## config.mk

```make
export PLATFORM = sky130hd
export DESIGN_NAME = if_fetch_stage_flat
export DESIGN_NICKNAME = d
export VERILOG_FILES = /design/src/rtl/if_fetch_stage_if.sv /design/src/rtl/if_fetch_stage.sv /design/src/flat_wrapper.sv
export SDC_FILE = /design/constraint.sdc
export NUM_CORES = 1
export LEC_CHECK = 0
export CORE_AREA = 2 2 144 146
export DETAILED_ROUTE_END_ITERATION = 10
export DIE_AREA = 0 0 146 148
export GPL_ROUTABILITY_DRIVEN = 0
export SYNTH_ARGS = -nofsm -noshare
export SYNTH_HDL_FRONTEND = slang
export SYNTH_SLANG_ARGS = --single-unit
```

## constraint.sdc

```tcl
create_clock -name clk -period 11.5 [get_ports clk]
set_clock_uncertainty 0.05 [all_clocks]
set_input_delay 2.3 -clock clk [delete_from_list [all_inputs] [get_ports clk]]
set_output_delay 2.3 -clock clk [all_outputs]
set_load 0.01 [all_outputs]
```

## src/rtl/if_fetch_stage_if.sv

```systemverilog
// Fetch-stage bundle: imem request/response channel, EX redirect and the ID handoff.
// master = fetch stage, slave = the memory/pipeline environment around it.
interface if_fetch_stage_if;
  logic        imem_req;
  logic [31:0] imem_addr;
  logic        imem_ack;
  logic        imem_rvalid;
  logic [31:0] imem_rdata;
  logic        redirect_valid;
  logic [31:0] redirect_pc;
  logic        id_valid;
  logic [31:0] id_pc;
  logic [31:0] id_inst;
  logic        id_ready;

  modport master (
    output imem_req, imem_addr, id_valid, id_pc, id_inst,
    input  imem_ack, imem_rvalid, imem_rdata, redirect_valid, redirect_pc, id_ready
  );

  modport slave (
    input  imem_req, imem_addr, id_valid, id_pc, id_inst,
    output imem_ack, imem_rvalid, imem_rdata, redirect_valid, redirect_pc, id_ready
  );
endinterface

```

## src/rtl/if_fetch_stage.sv

```systemverilog
// MeMIPS fetch: one outstanding imem request, rvalid->id_valid one edge later, no bypass.
// Backpressure: imem_req drops while the BUF_DEPTH-entry buffer is full; redirects flush it.
module if_fetch_stage #(
  parameter logic [31:0] RESET_PC  = 32'h0000_0000,
  parameter int          BUF_DEPTH = 2
) (
  input  logic            clk,
  input  logic            rst,
  if_fetch_stage_if.master bus
);

  localparam logic [1:0] S_IDLE = 2'd0;
  localparam logic [1:0] S_REQ  = 2'd1;
  localparam logic [1:0] S_WAIT = 2'd2;
  localparam logic [1:0] S_DROP = 2'd3;

  localparam int PW = (BUF_DEPTH > 2) ? 2 : 1;
  localparam int CW = $clog2(BUF_DEPTH + 1);
  localparam logic [PW-1:0] LAST_PTR = PW'(BUF_DEPTH - 1);
  localparam logic [CW-1:0] FULL_CNT = CW'(BUF_DEPTH);

  typedef struct packed {
    logic [31:0] pc;
    logic [31:0] inst;
  } entry_t;

  logic [1:0]    state, state_nx;
  logic [31:0]   pc, pc_nx;
  logic [31:0]   req_pc, req_pc_nx;
  logic [PW-1:0] rd_ptr, wr_ptr;
  logic [CW-1:0] count;
  entry_t        ent_q [BUF_DEPTH];

  logic fire, push, pop, flush, not_empty;
  logic unused_redirect_lsb;

  assign unused_redirect_lsb = ^bus.redirect_pc[1:0];

  assign not_empty     = (count != '0);
  assign bus.imem_req  = (state == S_REQ) && (count < FULL_CNT);
  assign bus.imem_addr = pc;
  assign bus.id_valid  = not_empty;
  assign bus.id_pc     = not_empty ? ent_q[rd_ptr].pc   : 32'h0;
  assign bus.id_inst   = not_empty ? ent_q[rd_ptr].inst : 32'h0;

  assign fire  = bus.imem_req && bus.imem_ack;
  assign flush = bus.redirect_valid;
  assign push  = (state == S_WAIT) && bus.imem_rvalid && !bus.redirect_valid;
  assign pop   = not_empty && bus.id_ready && !bus.redirect_valid;

  // Redirect wins; an ack in the redirect cycle still leaves a response in flight to discard.
  always_comb begin
    state_nx  = state;
    pc_nx     = pc;
    req_pc_nx = req_pc;
    if (bus.redirect_valid) begin
      pc_nx = {bus.redirect_pc[31:2], 2'b00};
      case (state)
        S_IDLE:  state_nx = S_REQ;
        S_REQ:   state_nx = fire ? S_DROP : S_REQ;
        S_WAIT:  state_nx = bus.imem_rvalid ? S_REQ : S_DROP;
        S_DROP:  state_nx = bus.imem_rvalid ? S_REQ : S_DROP;
        default: state_nx = S_REQ;
      endcase
    end else begin
      case (state)
        S_IDLE: state_nx = S_REQ;
        S_REQ: begin
          if (fire) begin
            req_pc_nx = pc;
            pc_nx     = pc + 32'd4;
            state_nx  = S_WAIT;
          end
        end
        S_WAIT:  if (bus.imem_rvalid) state_nx = S_REQ;
        S_DROP:  if (bus.imem_rvalid) state_nx = S_REQ;
        default: state_nx = S_IDLE;
      endcase
    end
  end

  always_ff @(posedge clk) begin
    if (rst) begin
      state  <= S_IDLE;
      pc     <= RESET_PC;
      req_pc <= 32'h0;
    end else begin
      state  <= state_nx;
      pc     <= pc_nx;
      req_pc <= req_pc_nx;
    end
  end

  always_ff @(posedge clk) begin
    if (rst || flush) begin
      rd_ptr <= '0;
      wr_ptr <= '0;
      count  <= '0;
    end else begin
      if (push) wr_ptr <= (wr_ptr == LAST_PTR) ? '0 : wr_ptr + 1'b1;
      if (pop)  rd_ptr <= (rd_ptr == LAST_PTR) ? '0 : rd_ptr + 1'b1;
      if (push && !pop)      count <= count + 1'b1;
      else if (pop && !push) count <= count - 1'b1;
    end
  end

  // Payload needs no reset: count gates visibility of every entry.
  always_ff @(posedge clk) begin
    if (push) ent_q[wr_ptr] <= '{pc: req_pc, inst: bus.imem_rdata};
  end

  a_rvalid_only_when_pending: assert property (
    @(posedge clk) disable iff (rst)
    bus.imem_rvalid |-> (state == S_WAIT || state == S_DROP)
  );

endmodule

```

## src/flat_wrapper.sv

```systemverilog
// flat-port wrapper written by rule: the top's interface ports become plain ports
module if_fetch_stage_flat 
#(
  parameter logic [31:0] RESET_PC  = 32'h0000_0000,
  parameter int          BUF_DEPTH = 2
)
  (clk, rst, bus_imem_req, bus_imem_addr, bus_id_valid, bus_id_pc, bus_id_inst, bus_imem_ack, bus_imem_rvalid, bus_imem_rdata, bus_redirect_valid, bus_redirect_pc, bus_id_ready);
  if_fetch_stage_if bus_i ();
  input  logic clk;
  input  logic rst;
  output wire logic [$bits(bus_i.imem_req)-1:0] bus_imem_req;
  output wire logic [$bits(bus_i.imem_addr)-1:0] bus_imem_addr;
  output wire logic [$bits(bus_i.id_valid)-1:0] bus_id_valid;
  output wire logic [$bits(bus_i.id_pc)-1:0] bus_id_pc;
  output wire logic [$bits(bus_i.id_inst)-1:0] bus_id_inst;
  input wire logic [$bits(bus_i.imem_ack)-1:0] bus_imem_ack;
  input wire logic [$bits(bus_i.imem_rvalid)-1:0] bus_imem_rvalid;
  input wire logic [$bits(bus_i.imem_rdata)-1:0] bus_imem_rdata;
  input wire logic [$bits(bus_i.redirect_valid)-1:0] bus_redirect_valid;
  input wire logic [$bits(bus_i.redirect_pc)-1:0] bus_redirect_pc;
  input wire logic [$bits(bus_i.id_ready)-1:0] bus_id_ready;
  assign bus_imem_req = bus_i.imem_req;
  assign bus_imem_addr = bus_i.imem_addr;
  assign bus_id_valid = bus_i.id_valid;
  assign bus_id_pc = bus_i.id_pc;
  assign bus_id_inst = bus_i.id_inst;
  assign bus_i.imem_ack = bus_imem_ack;
  assign bus_i.imem_rvalid = bus_imem_rvalid;
  assign bus_i.imem_rdata = bus_imem_rdata;
  assign bus_i.redirect_valid = bus_redirect_valid;
  assign bus_i.redirect_pc = bus_redirect_pc;
  assign bus_i.id_ready = bus_id_ready;
  if_fetch_stage #(.RESET_PC(RESET_PC), .BUF_DEPTH(BUF_DEPTH)) u_core (.clk(clk), .rst(rst), .bus(bus_i));
endmodule
```

# After elaboration in Yosys (flattened, before gate mapping)
# Memory sizes are Yosys's and may differ from the RTL's. A register that Yosys moved wholly into a read port is not among the register bits.
# Cells that the tools add are included.
[word_totals] register_bits=70 ram_bits=128 n_memories=1
[mem_list] name="u_core.ent_q" words=2 word_bits=64 read_ports=1 rd_clocked_by_memory_dff=1 wr=1 line_no="if_fetch_stage.sv:32" text="entry_t ent_q [BUF_DEPTH];"
[op_classes] addsub=5 n_lt_le_gt_ge=1 eq_ne=5 mux=20 bitwise_logic=1 n_reduce_logical=23
[op_table] operator="32-bit 2-to-1 mux" count=5
[op_table] operator="32-bit by 3-bit adder with 32-bit output (second input constant)" count=1
[op_table] operator="2-bit 2-to-1 mux" count=7
[op_table] operator="2-bit one-hot mux with 3 select lines" count=2
[op_table] operator="1-bit logical AND" count=8
[op_table] operator="2-bit nonzero test" count=4
[op_table] operator="1-bit 2-to-1 mux" count=6
[op_table] operator="2-bit AND reduction" count=3
[op_table] operator="2-bit == test (second input constant)" count=2
[op_table] operator="2-bit OR reduction" count=2
[op_table] operator="1-bit logical NOT" count=3
[op_table] operator="3-bit by 1-bit != test with 1-bit output (second input constant)" count=1
[op_table] operator="3-bit by 2-bit != test with 1-bit output (second input constant)" count=1
[op_table] operator="3-bit AND reduction" count=1
[op_table] operator="1-bit adder (second input constant)" count=2
[op_table] operator="2-bit by 1-bit adder with 2-bit output (second input constant)" count=1
[op_table] operator="2-bit by 1-bit == test with 1-bit output (second input constant)" count=1
[op_table] operator="2-bit logical NOT" count=1
[op_table] operator="2-bit less-than comparator (second input constant)" count=1
[op_table] operator="2-bit by 1-bit subtractor with 2-bit output (second input constant)" count=1
[op_table] operator="1-bit logical OR" count=1
[op_table] operator="1-bit NOT" count=1

# Longest topological paths before layout
# Gate-level depths: netlist (run 1).
[depth] ltp_word=7 mapped_depth=9 ltp_nobuf=7

# Least setup slack after synthesis (run 1)
# Ideal clock, no wire load.
[synth_timing] path_kind="input to register" from="input bus_redirect_valid" to="memory u_core.ent_q[0][0] in the netlist's numbering, enable pin" arrival_ps=8670 required_time_ps=10815 setup_slack_ps=2145 stages=3 n_path_buf=2 cell_sequence="clkbuf_1 -> buf_1 -> nor4_1"
[synth_between] elab_chain_cells=4
[synth_lines] element="start: declaration" line_no="flat_wrapper.sv:19" text="input wire logic [$bits(bus_i.redirect_valid)-1:0] bus_redirect_valid;"
[synth_lines] element="1-bit logical NOT" line_no="if_fetch_stage.sv:48" text="assign push = (state == S_WAIT) && bus.imem_rvalid && !bus.redirect_valid;"
[synth_lines] element="1-bit logical AND" line_no="if_fetch_stage.sv:48"
[synth_lines] element="1-bit 2-to-1 mux" line_no="if_fetch_stage.sv:109" text="if (push) ent_q[wr_ptr] <= '{pc: req_pc, inst: bus.imem_rdata};"
[synth_lines] element="1-bit 2-to-1 mux (implied by the code)" line_no="if_fetch_stage.sv:109"
[synth_lines] element="end: declaration" line_no="if_fetch_stage.sv:32"
# No other way between the ends.

==> impl_metrics.json, run 1 <==
{
  "outcome": "finished, final reports clean",
  "drt_first_iter_violations": 331,
  "initial_core_util_pct": 39.36,
  "final_cycle_utilization_of_the_critical_path_pct": 42.04,
  "ff2ff_path_depth": 4,
  "ys.warnings.count": 0,
  "design.core.area_um2": 20040,
  "area_grow_syn2layout_pct": 30.24,
  "cts_setup_buffers": 0,
  "most-common-layout-cells": "sky130_fd_sc_hd__clkdlybuf4s50_1, sky130_fd_sc_hd__edfxtp_1, sky130_fd_sc_hd__nor2_1",
  "synth_flop_cell": "sky130_fd_sc_hd__edfxtp_1",
  "timing.setup.tns_ps": 0,
  "timing.critical_path.arrival_ps": 2490,
  "synth_area_leader_cell": "sky130_fd_sc_hd__edfxtp_1",
  "power.density_cell_area_nw_per_um2": 136.3,
  "worstSkewPairLatency_ps": 430,
  "die_h_um": 148,
  "worst_r2r_startpoint": "u_core.count[1]",
  "worst_hold_path.num_cells": 0,
  "yosys_cell_types": 58,
  "final.min_clock_period_ps": 4835,
  "floorplan.io_pins": 168,
  "wire_per_inst_um": 16.87,
  "grt_pass1_vias": 5602,
  "report.final.setup_viol": 0,
  "floorplan.die.width_um": 146,
  "layout.cell_area.non_filler_um2": 10270,
  "ys_seq_elements": 191,
  "critical_path.startpoint_type": "register",
  "synth-edff-count": 124,
  "synth_top_area_share_pct": 47.21,
  "critical_path_peak_fanout": 62,
  "post_cts_resize_count": 0,
  "timing_worst_slew_pin_value_ps": 1107,
  "power.static_leakage_uw": 0.003181,
  "synth_area_per_cell_um2": 11.86,
  "max_cap_viol_count": 0,
  "grt_util_all_layers_pct": 17.23,
  "cts_tree": "yes",
  "detail_route.wirelength_mm": 18.42,
  "synth-seq-area-share_pct": 64.21,
  "first_pass_grt_wire_length_mm": 29.72,
  "routed-via-count": 5557,
  "cts_hold_repair.buffers": 0,
  "layout_cells_sized_above_1_pct": 7.543,
  "min-delay-start": "u_core.req_pc[3]",
  "drt_pass1_iterations": 4,
  "via_per_inst": 5.089,
  "grt_antenna_before_repair": 0,
  "root_buffer": "sky130_fd_sc_hd__clkbuf_16",
  "syn_area_um2": 7888,
  "grt_max_degree": 64,
  "cts_made_buffers": 17,
  "max_freq_mhz": 206.8,
  "setup.worst_path.end_class": "primary output",
  "drc": 0,
  "rsz0062_at_grt": "false",
  "timing.critical_path.required_ps": 9150,
  "clkSlewWorstSetupHoldPaths_ps": 70,
  "drv_slew": 0,
  "die_area_um2": 21610,
  "max_slew_margin_pct": 26.22,
  "ir_worst_vdd_mv": 0.1013,
  "cts_buffer_depth": 2,
  "nNetsFinal": 881,
  "hold_violations": 0,
  "yosys-top-cells-area": "sky130_fd_sc_hd__edfxtp_1, sky130_fd_sc_hd__dfxtp_1, sky130_fd_sc_hd__mux2i_1",
  "place.detailed.hpwl_mm": 12.19,
  "worstSetupPathType": "register to primary output",
  "async_reset_ff_share_pct": 0,
  "antenna_left": 0,
  "leading_cell_type_in_the_layout_fill_and_taps_excluded": "sky130_fd_sc_hd__clkdlybuf4s50_1",
  "tritoncts_sink_count": 191,
  "hold_path_class": "register to register",
  "htreeDepth": 4,
  "placement_rows": 52,
  "postPlaceCellArea_um2": 9718,
  "antenna-diode-count": 0,
  "portBuffers": 161,
  "netlist_instances": 665,
  "global_route.overflow_total": 0
}
per-stage QoR:
step                      utilization, %  total power [uW]  setup WS, ps  hold WS, ps  std cells
after floorplan                        -             807.6          2145        375.4        668
after global placement             48.50             862.6          6822        386.1       1060
after detailed placement           48.50             864.9          6709        389.2       1060
after CTS                          51.26              1415          6549        412.5       1092
after global routing               51.26              1451          6481        423.4       1092
final                              51.26              1400          6665        410.1       1092
per-layer routing:
metal	share of wire (%)	global-route usage [%]	vias to the layer above
met5	0	0	-
met1	47	23.35	2595
met4	1.4	5.583	0
met3	6.6	4.136	27
met2	45	27.48	215
li1	-	-	2720
cell type report:
type	instances	area, um^2
Clock buffer	17	425.4
Clock inverter	15	128.9
Fill cell	1801	9767
Inverter	11	41.29
Multi-Input combinational cell	420	2611
Sequential cell	191	5069
Tap cell	270	337.8
Timing Repair Buffer	168	1659
final timing paths:
| path | end | slack, ps |
|---|---|---|
| max | bus_id_pc[17] | 6660 |
| min | u_core.ent_q[1][35] | 410 |
| max reg2reg | u_core.req_pc[9] | 9030 |
| min reg2reg | u_core.ent_q[1][35] | 410 |
power breakdown:
| part | total, uW | internal (uW) | switching (uW) |
|---|---|---|---|
| sequential | 759 | 739 | 19.8 |
| combinational | 92.0 | 50.3 | 41.6 |
| clock | 549 | 285 | 265 |
| total | 1400 | 1070 | 326 |
cell families (layout without fill, tap and decap cells):
family	after synthesis	after routing	synth area share (%)
muxes	62	62	7.868
other	1	4	0.04754
adders and majority gates	2	2	0.3172
xor gates and xnor gates	12	12	1.332
AOI/OAI and AO/OA	86	86	7.535
buffers and inverters	57	211	3.125
DFF	191	191	64.21
and+or+nand+nor	254	254	15.56
critical path, stage by stage (launching register included):
cell,delay (ps)
sky130_fd_sc_hd__dfxtp_4,1070
sky130_fd_sc_hd__mux2i_1,170
sky130_fd_sc_hd__nor2_1,200
sky130_fd_sc_hd__clkdlybuf4s50_1,570
synthesized netlist by cell type (5+ instances only):
cell and instances:
sky130_fd_sc_hd__a311oi_1 9, sky130_fd_sc_hd__nor3_1 6, sky130_fd_sc_hd__and3_1 5, sky130_fd_sc_hd__nand2_1 75, sky130_fd_sc_hd__o21ai_0 6, sky130_fd_sc_hd__buf_1 8, sky130_fd_sc_hd__xor2_1 8, sky130_fd_sc_hd__inv_1 10
sky130_fd_sc_hd__a21oi_1 34, sky130_fd_sc_hd__dfxtp_1 67, sky130_fd_sc_hd__a211oi_1 10, sky130_fd_sc_hd__nand3_1 15, sky130_fd_sc_hd__clkbuf_1 30, sky130_fd_sc_hd__mux2i_1 62, sky130_fd_sc_hd__nor4_1 8, sky130_fd_sc_hd__nand4_1 11
sky130_fd_sc_hd__edfxtp_1 124, sky130_fd_sc_hd__a2111oi_0 5, sky130_fd_sc_hd__nor2_1 95
registers in the layout, indices dropped and copies added, names as in the netlist, named ones only:
register / cells
u_core.ent_q: 124
u_core.bus.imem_addr: 30
u_core.req_pc: 30
u_core.count: 2
u_core.state: 2
u_core.rd_ptr: 1
u_core.wr_ptr: 1
Power figures use the tool's default switching activity.
==> run 2: changes to the inputs <==
--- a/config.mk
+++ b/config.mk
@@ -9,6 +9,7 @@
 export DETAILED_ROUTE_END_ITERATION = 10
 export DIE_AREA = 0 0 146 148
 export GPL_ROUTABILITY_DRIVEN = 0
+export PLACE_DENSITY = 0.67
 export SYNTH_ARGS = -nofsm -noshare
 export SYNTH_HDL_FRONTEND = slang
 export SYNTH_SLANG_ARGS = --single-unit
==> constraint.sdc (replaced) <==
create_clock -name clk -period 3.9 [get_ports clk]
set_clock_uncertainty 0.05 [all_clocks]
set_input_delay 0.78 -clock clk [delete_from_list [all_inputs] [get_ports clk]]
set_output_delay 0.78 -clock clk [all_outputs]
set_load 0.01 [all_outputs]
==> run 2 against run 1 <==
  * Flip-flop and latch count did not move
  * Core utilization rose by 0.26 points
  * Hold slack got worse by 8.6 ps
  * Via count barely moved
  * Routed wire length fell by 2.0%
  * Combinational power rose to 3.0 times the previous value
  * Clock-buffer cell count rose by 4
  * Die area did not move
  * Sequential power rose to 2.9 times the previous value
  * Global-route usage fell by 0.19 points
  * Register-to-register slack got worse by 7600 ps
  * Clock power rose to 2.9 times the previous value
  * Critical path type unchanged
  * Critical endpoint is now bus_id_pc[22]
  * Largest power group unchanged
  * Highest routed layer unchanged
==> impl_metrics.json, run 2 (synthesis gave the netlist of run 1 again) <==
{
  "hold_violations": 0,
  "leading_cell_type_in_the_layout_fill_and_taps_excluded": "sky130_fd_sc_hd__clkdlybuf4s50_1",
  "worst_hold_path.num_cells": 0,
  "root_buffer": "sky130_fd_sc_hd__clkbuf_16",
  "drc": 0,
  "htreeDepth": 4,
  "fillerInstances": 1831,
  "grt_max_degree": 63,
  "detail_route.wirelength_mm": 18.06,
  "floorplan.io_pins": 168,
  "rsz0062_at_grt": "false",
  "die_h_um": 148,
  "portBuffers": 161,
  "cts_made_buffers": 17,
  "r2r_slack_ps": 1440,
  "die_area_um2": 21610,
  "drt_first_iter_violations": 279,
  "nNetsFinal": 884,
  "grt_pass1_vias": 5363,
  "cts_setup_buffers": 0,
  "worst_r2r_startpoint": "u_core.state[0]",
  "holdWs_ps": 401.5,
  "worstSkewPairLatency_ps": 420,
  "layout.cell_area.non_filler_um2": 10320,
  "area_grow_syn2layout_pct": 30.89,
  "global_route.overflow_total": 0,
  "min-delay-start": "u_core.req_pc[24]",
  "reg2reg_end": "u_core.bus.imem_addr[11]",
  "critical_path_peak_fanout": 33,
  "wire_per_inst_um": 16.51,
  "postPlaceCellArea_um2": 9787,
  "final.min_clock_period_ps": 3102,
  "grt_util_all_layers_pct": 17.04,
  "design.core.area_um2": 20040,
  "multiInputGateArea_um2": 2620,
  "grt_antenna_before_repair": 0,
  "ir_worst_vdd_mv": 0.2740,
  "register_area_um2": 5069,
  "timing.setup.tns_ps": 0,
  "max_freq_mhz": 322.4,
  "final_cycle_utilization_of_the_critical_path_pct": 79.54,
  "cts_buffer_depth": 2,
  "post_cts_resize_count": 0,
  "via_per_inst": 5.075,
  "report.power.total_uw": 4096,
  "number_of_flip_flops_under_the_largest_register_name": 124,
  "timing.critical_path.arrival_ps": 2270,
  "ff2ff_path_depth": 4,
  "power.static_leakage_uw": 0.003191,
  "power.density_cell_area_nw_per_um2": 396.8,
  "antenna_left": 0,
  "cts_hold_repair.buffers": 0,
  "routed-via-count": 5552,
  "tritoncts_sink_count": 191,
  "outcome": "finished, final reports clean",
  "floorplan.die.width_um": 146,
  "worstSetupPathType": "register to primary output",
  "setup.worst_path.end_class": "primary output",
  "hold_path_class": "register to register",
  "antenna-diode-count": 0,
  "max_flop_register": "u_core.ent_q",
  "max_slew_margin_pct": 33.36,
  "whs_endpoint": "u_core.ent_q[1][56]",
  "cts_tree": "yes",
  "place.detailed.hpwl_mm": 11.93,
  "layout_cells_sized_above_1_pct": 7.282,
  "max_cap_viol_count": 0,
  "placement_rows": 52,
  "timing.critical_path.required_ps": 3070,
  "report.final.setup_viol": 0,
  "critical_path.startpoint_type": "register",
  "clkSlewWorstSetupHoldPaths_ps": 70,
  "initial_core_util_pct": 39.36,
  "timing_worst_slew_pin_value_ps": 997.3,
  "drv_slew": 0,
  "most-common-layout-cells": "sky130_fd_sc_hd__clkdlybuf4s50_1, sky130_fd_sc_hd__edfxtp_1, sky130_fd_sc_hd__nor2_1",
  "first_pass_grt_wire_length_mm": 28.87,
  "drt_pass1_iterations": 4
}
-- run 2: cell types whose count changed in the layout (fill, tap and decap cells not counted) --
cell and change:
sky130_fd_sc_hd__clkbuf_16 +1, sky130_fd_sc_hd__inv_4 +1, sky130_fd_sc_hd__clkinv_2 -2, sky130_fd_sc_hd__clkbuf_1 +3, sky130_fd_sc_hd__nor4_2 -1, sky130_fd_sc_hd__clkinv_1 +1
sky130_fd_sc_hd__inv_8 -4, sky130_fd_sc_hd__inv_6 +1, sky130_fd_sc_hd__clkinv_4 -2, sky130_fd_sc_hd__nor4_4 +1, sky130_fd_sc_hd__buf_12 +3
-- run 2: cell type report --
class	instances	area share, %
multi-input combinational	420	25.38
timing repair buffer	171	16.65
tap	270	3.272
clock buffer	21	4.472
clock inverter	10	0.7272
inverter	11	0.3999
sequential	191	49.10
-- run 2: where the power goes --
| group | internal [uW] | switching, uW | total, uW | leakage (uW) |
|---|---|---|---|---|
| logic | 149 | 124 | 274 | 0.00136 |
| registers | 2180 | 55.6 | 2230 | 0.00157 |
| clock network | 858 | 729 | 1590 | 0.000262 |
-- run 2: how the worst max path moves through the flow --
stage / endpoint / cells after the start
after floorplan: u_core.ent_q[0][0] / 3
after global routing: bus_id_pc[22] / 4
after CTS: bus_id_inst[12] / 4
final: bus_id_pc[22] / 4
after detailed placement: u_core.bus.imem_addr[11] / 5
after global placement: u_core.bus.imem_addr[11] / 5
-- run 2: per-stage QoR --
step | utilization [%] | setup WS (ps) | instances
floorplan | - | 128.2 | 668
global placement | 48.84 | 820.9 | 1063
detailed placement | 48.84 | 720.9 | 1063
CTS | 51.52 | 721.1 | 1094
global route | 51.52 | 609.7 | 1094
finish | 51.52 | 798.1 | 1094
-- run 2: worst max-delay path, stage by stage, from the launching register on --
cell and delay (ps):
sky130_fd_sc_hd__dfxtp_4 710, sky130_fd_sc_hd__buf_12 330, sky130_fd_sc_hd__mux2i_1 250, sky130_fd_sc_hd__nor2_1 60, sky130_fd_sc_hd__clkdlybuf4s50_1 490
-- run 2: per-layer routing --
layer | global-route usage [%] | wire (um)
met3 | 4.198 | 1043
met5 | 0 | 0
met1 | 23.72 | 8527
met4 | 5.437 | 190
met2 | 26.39 | 8296
==> run 3: changes to the inputs <==
--- a/config.mk
+++ b/config.mk
@@ -9,7 +9,6 @@
 export DETAILED_ROUTE_END_ITERATION = 10
 export DIE_AREA = 0 0 146 148
 export GPL_ROUTABILITY_DRIVEN = 0
-export PLACE_DENSITY = 0.67
 export SYNTH_ARGS = -nofsm -noshare
 export SYNTH_HDL_FRONTEND = slang
 export SYNTH_SLANG_ARGS = --single-unit
==> constraint.sdc (replaced) <==
create_clock -name clk -period 2.9 [get_ports clk]
set_clock_uncertainty 0.05 [all_clocks]
set_input_delay 0.58 -clock clk [delete_from_list [all_inputs] [get_ports clk]]
set_output_delay 0.58 -clock clk [all_outputs]
set_load 0.01 [all_outputs]
==> run 3 against run 2 <==
  * Flip-flop and latch count did not move
  * Hold slack improved by 10 ps
  * Final area rose by 1.5%
  * Via count rose by 3.2%
  * Die area did not move
  * Core utilization rose by 0.77 points
  * Final cell count rose by 0.73%
  * Largest power group unchanged
==> impl_metrics.json, run 3 (synthesis gave the netlist of run 1 again) <==
{
  "outcome": "finished, final reports clean",
  "detail_route.wirelength_mm": 18.61,
  "grt_util_all_layers_pct": 17.25,
  "worstSetupPathType": "register to primary output",
  "drt_pass1_iterations": 5,
  "placement_rows": 52,
  "max_slew_margin_pct": 59.67,
  "critical_path_peak_fanout": 55,
  "critical_path.startpoint_type": "register",
  "grt_max_degree": 63,
  "cts_made_buffers": 17,
  "floorplan.die.width_um": 146,
  "floorplan.io_pins": 168,
  "max_freq_mhz": 377.3,
  "layout_cells_sized_above_1_pct": 8.173,
  "routed-via-count": 5728,
  "antenna_left": 0,
  "timing_worst_slew_pin_value_ps": 599.4,
  "largest_delay_contributor_family_on_the_critical_path": "buffers and inverters",
  "clkSlewWorstSetupHoldPaths_ps": 70,
  "via_per_inst": 5.198,
  "global_route.overflow_total": 0,
  "max_cap_viol_count": 0,
  "power.density_cell_area_nw_per_um2": 547.2,
  "final.min_clock_period_ps": 2650,
  "die_area_um2": 21610,
  "die_h_um": 148,
  "max_flop_register": "u_core.ent_q",
  "cts_setup_buffers": 0,
  "power.static_leakage_uw": 0.003270,
  "holdWs_ps": 412.0,
  "ir_worst_vdd_mv": 0.3804,
  "htreeDepth": 4,
  "cts_hold_repair.buffers": 0,
  "post_cts_resize_count": 0,
  "root_buffer": "sky130_fd_sc_hd__clkbuf_16",
  "cpPeakStageDelay_ps": 510,
  "place.detailed.hpwl_mm": 12.70,
  "hold_violations": 0,
  "worst-path-buf-inv": 2,
  "hold_path_class": "register to register",
  "initial_core_util_pct": 39.36,
  "area_grow_syn2layout_pct": 32.85,
  "most-common-layout-cells": "sky130_fd_sc_hd__clkdlybuf4s50_1, sky130_fd_sc_hd__edfxtp_1, sky130_fd_sc_hd__nor2_1",
  "drv_slew": 0,
  "timing.setup.tns_ps": 0,
  "drt_first_iter_violations": 348,
  "design.core.area_um2": 20040,
  "report.final.setup_viol": 0,
  "leading_cell_type_in_the_layout_fill_and_taps_excluded": "sky130_fd_sc_hd__clkdlybuf4s50_1",
  "layout.core_utilization_pct": 52.29,
  "setup.worst_path.end_class": "primary output",
  "crit_path_cell_trace": "nor2_4 > buf_12 > nor2_1 > clkdlybuf4s50_1",
  "grt_antenna_before_repair": 0,
  "wire_per_inst_um": 16.88,
  "number_of_flip_flops_under_the_largest_register_name": 124,
  "worstSkewPairLatency_ps": 420,
  "first_pass_grt_wire_length_mm": 29.56,
  "rsz0062_at_grt": "false",
  "grt_pass1_vias": 5586,
  "timing.critical_path.required_ps": 2270,
  "drc": 0,
  "cts_tree": "yes",
  "nNetsFinal": 891,
  "timing.critical_path.arrival_ps": 2020,
  "portBuffers": 161,
  "tritoncts_sink_count": 191,
  "antenna-diode-count": 0,
  "cts_buffer_depth": 2,
  "final_cycle_utilization_of_the_critical_path_pct": 91.39,
  "slowest_stage": "sky130_fd_sc_hd__clkdlybuf4s50_1"
}
run 3: cell types whose count changed in the layout (fill, tap and decap cells not counted), sizes merged:
cell / change
buf: +7
bufinv: +1
clkbuf: +2
clkinv: -1
inv: -1
run 3: final timing paths:
kind	from	end	slack [ps]	depth (start not counted)
worst max-delay path	u_core.count[1]	bus_id_pc[20]	250	4
worst min-delay path	u_core.req_pc[31]	u_core.ent_q[1][63]	410	0
worst max register to register	u_core.bus.imem_addr[15]	u_core.bus.imem_addr[28]	700	4
worst min register to register	u_core.req_pc[31]	u_core.ent_q[1][63]	410	0
run 3: through the flow:
step / setup slack, ps / power, uW / area (um^2) / instances
after floorplan: -411.1 / 3207 / 7948 / 668
after global placement: 244.0 / 3429 / 9874 / 1070
after detailed placement: 164.2 / 3437 / 9874 / 1070
after CTS: 203.1 / 5786 / 10480 / 1102
after global routing: 120.6 / 5933 / 10480 / 1102
final: 249.6 / 5734 / 10480 / 1102
run 3: report_power, final:
group          switching (uW)  internal (uW)  total [uW]
Sequential               77.8           2930        3010
Combinational             169            205         374
Clock                    1000           1350        2350
run 3: cell type report:
cell class                 instances  area [um^2]
clock buffer                      23        510.5
timing repair buffer             178         1809
clock inverter                     9        93.84
multi-input combinational        420         2618
tap                              270        337.8
fill                            1790         9560
sequential                       191         5069
inverter                          11        41.29
run 3: routing by layer:
metal / GRT usage [%] / part of all wire (%)
met4: 6.311 / 1.9
met3: 4.136 / 8.5
met2: 26.13 / 44
met5: 0 / 0
met1: 24.23 / 45
run 3: worst register-to-register path: cells and delay by family (launching register included):
kind,cells,cell delay [ps]
flops,1,520
simple gates,4,1570
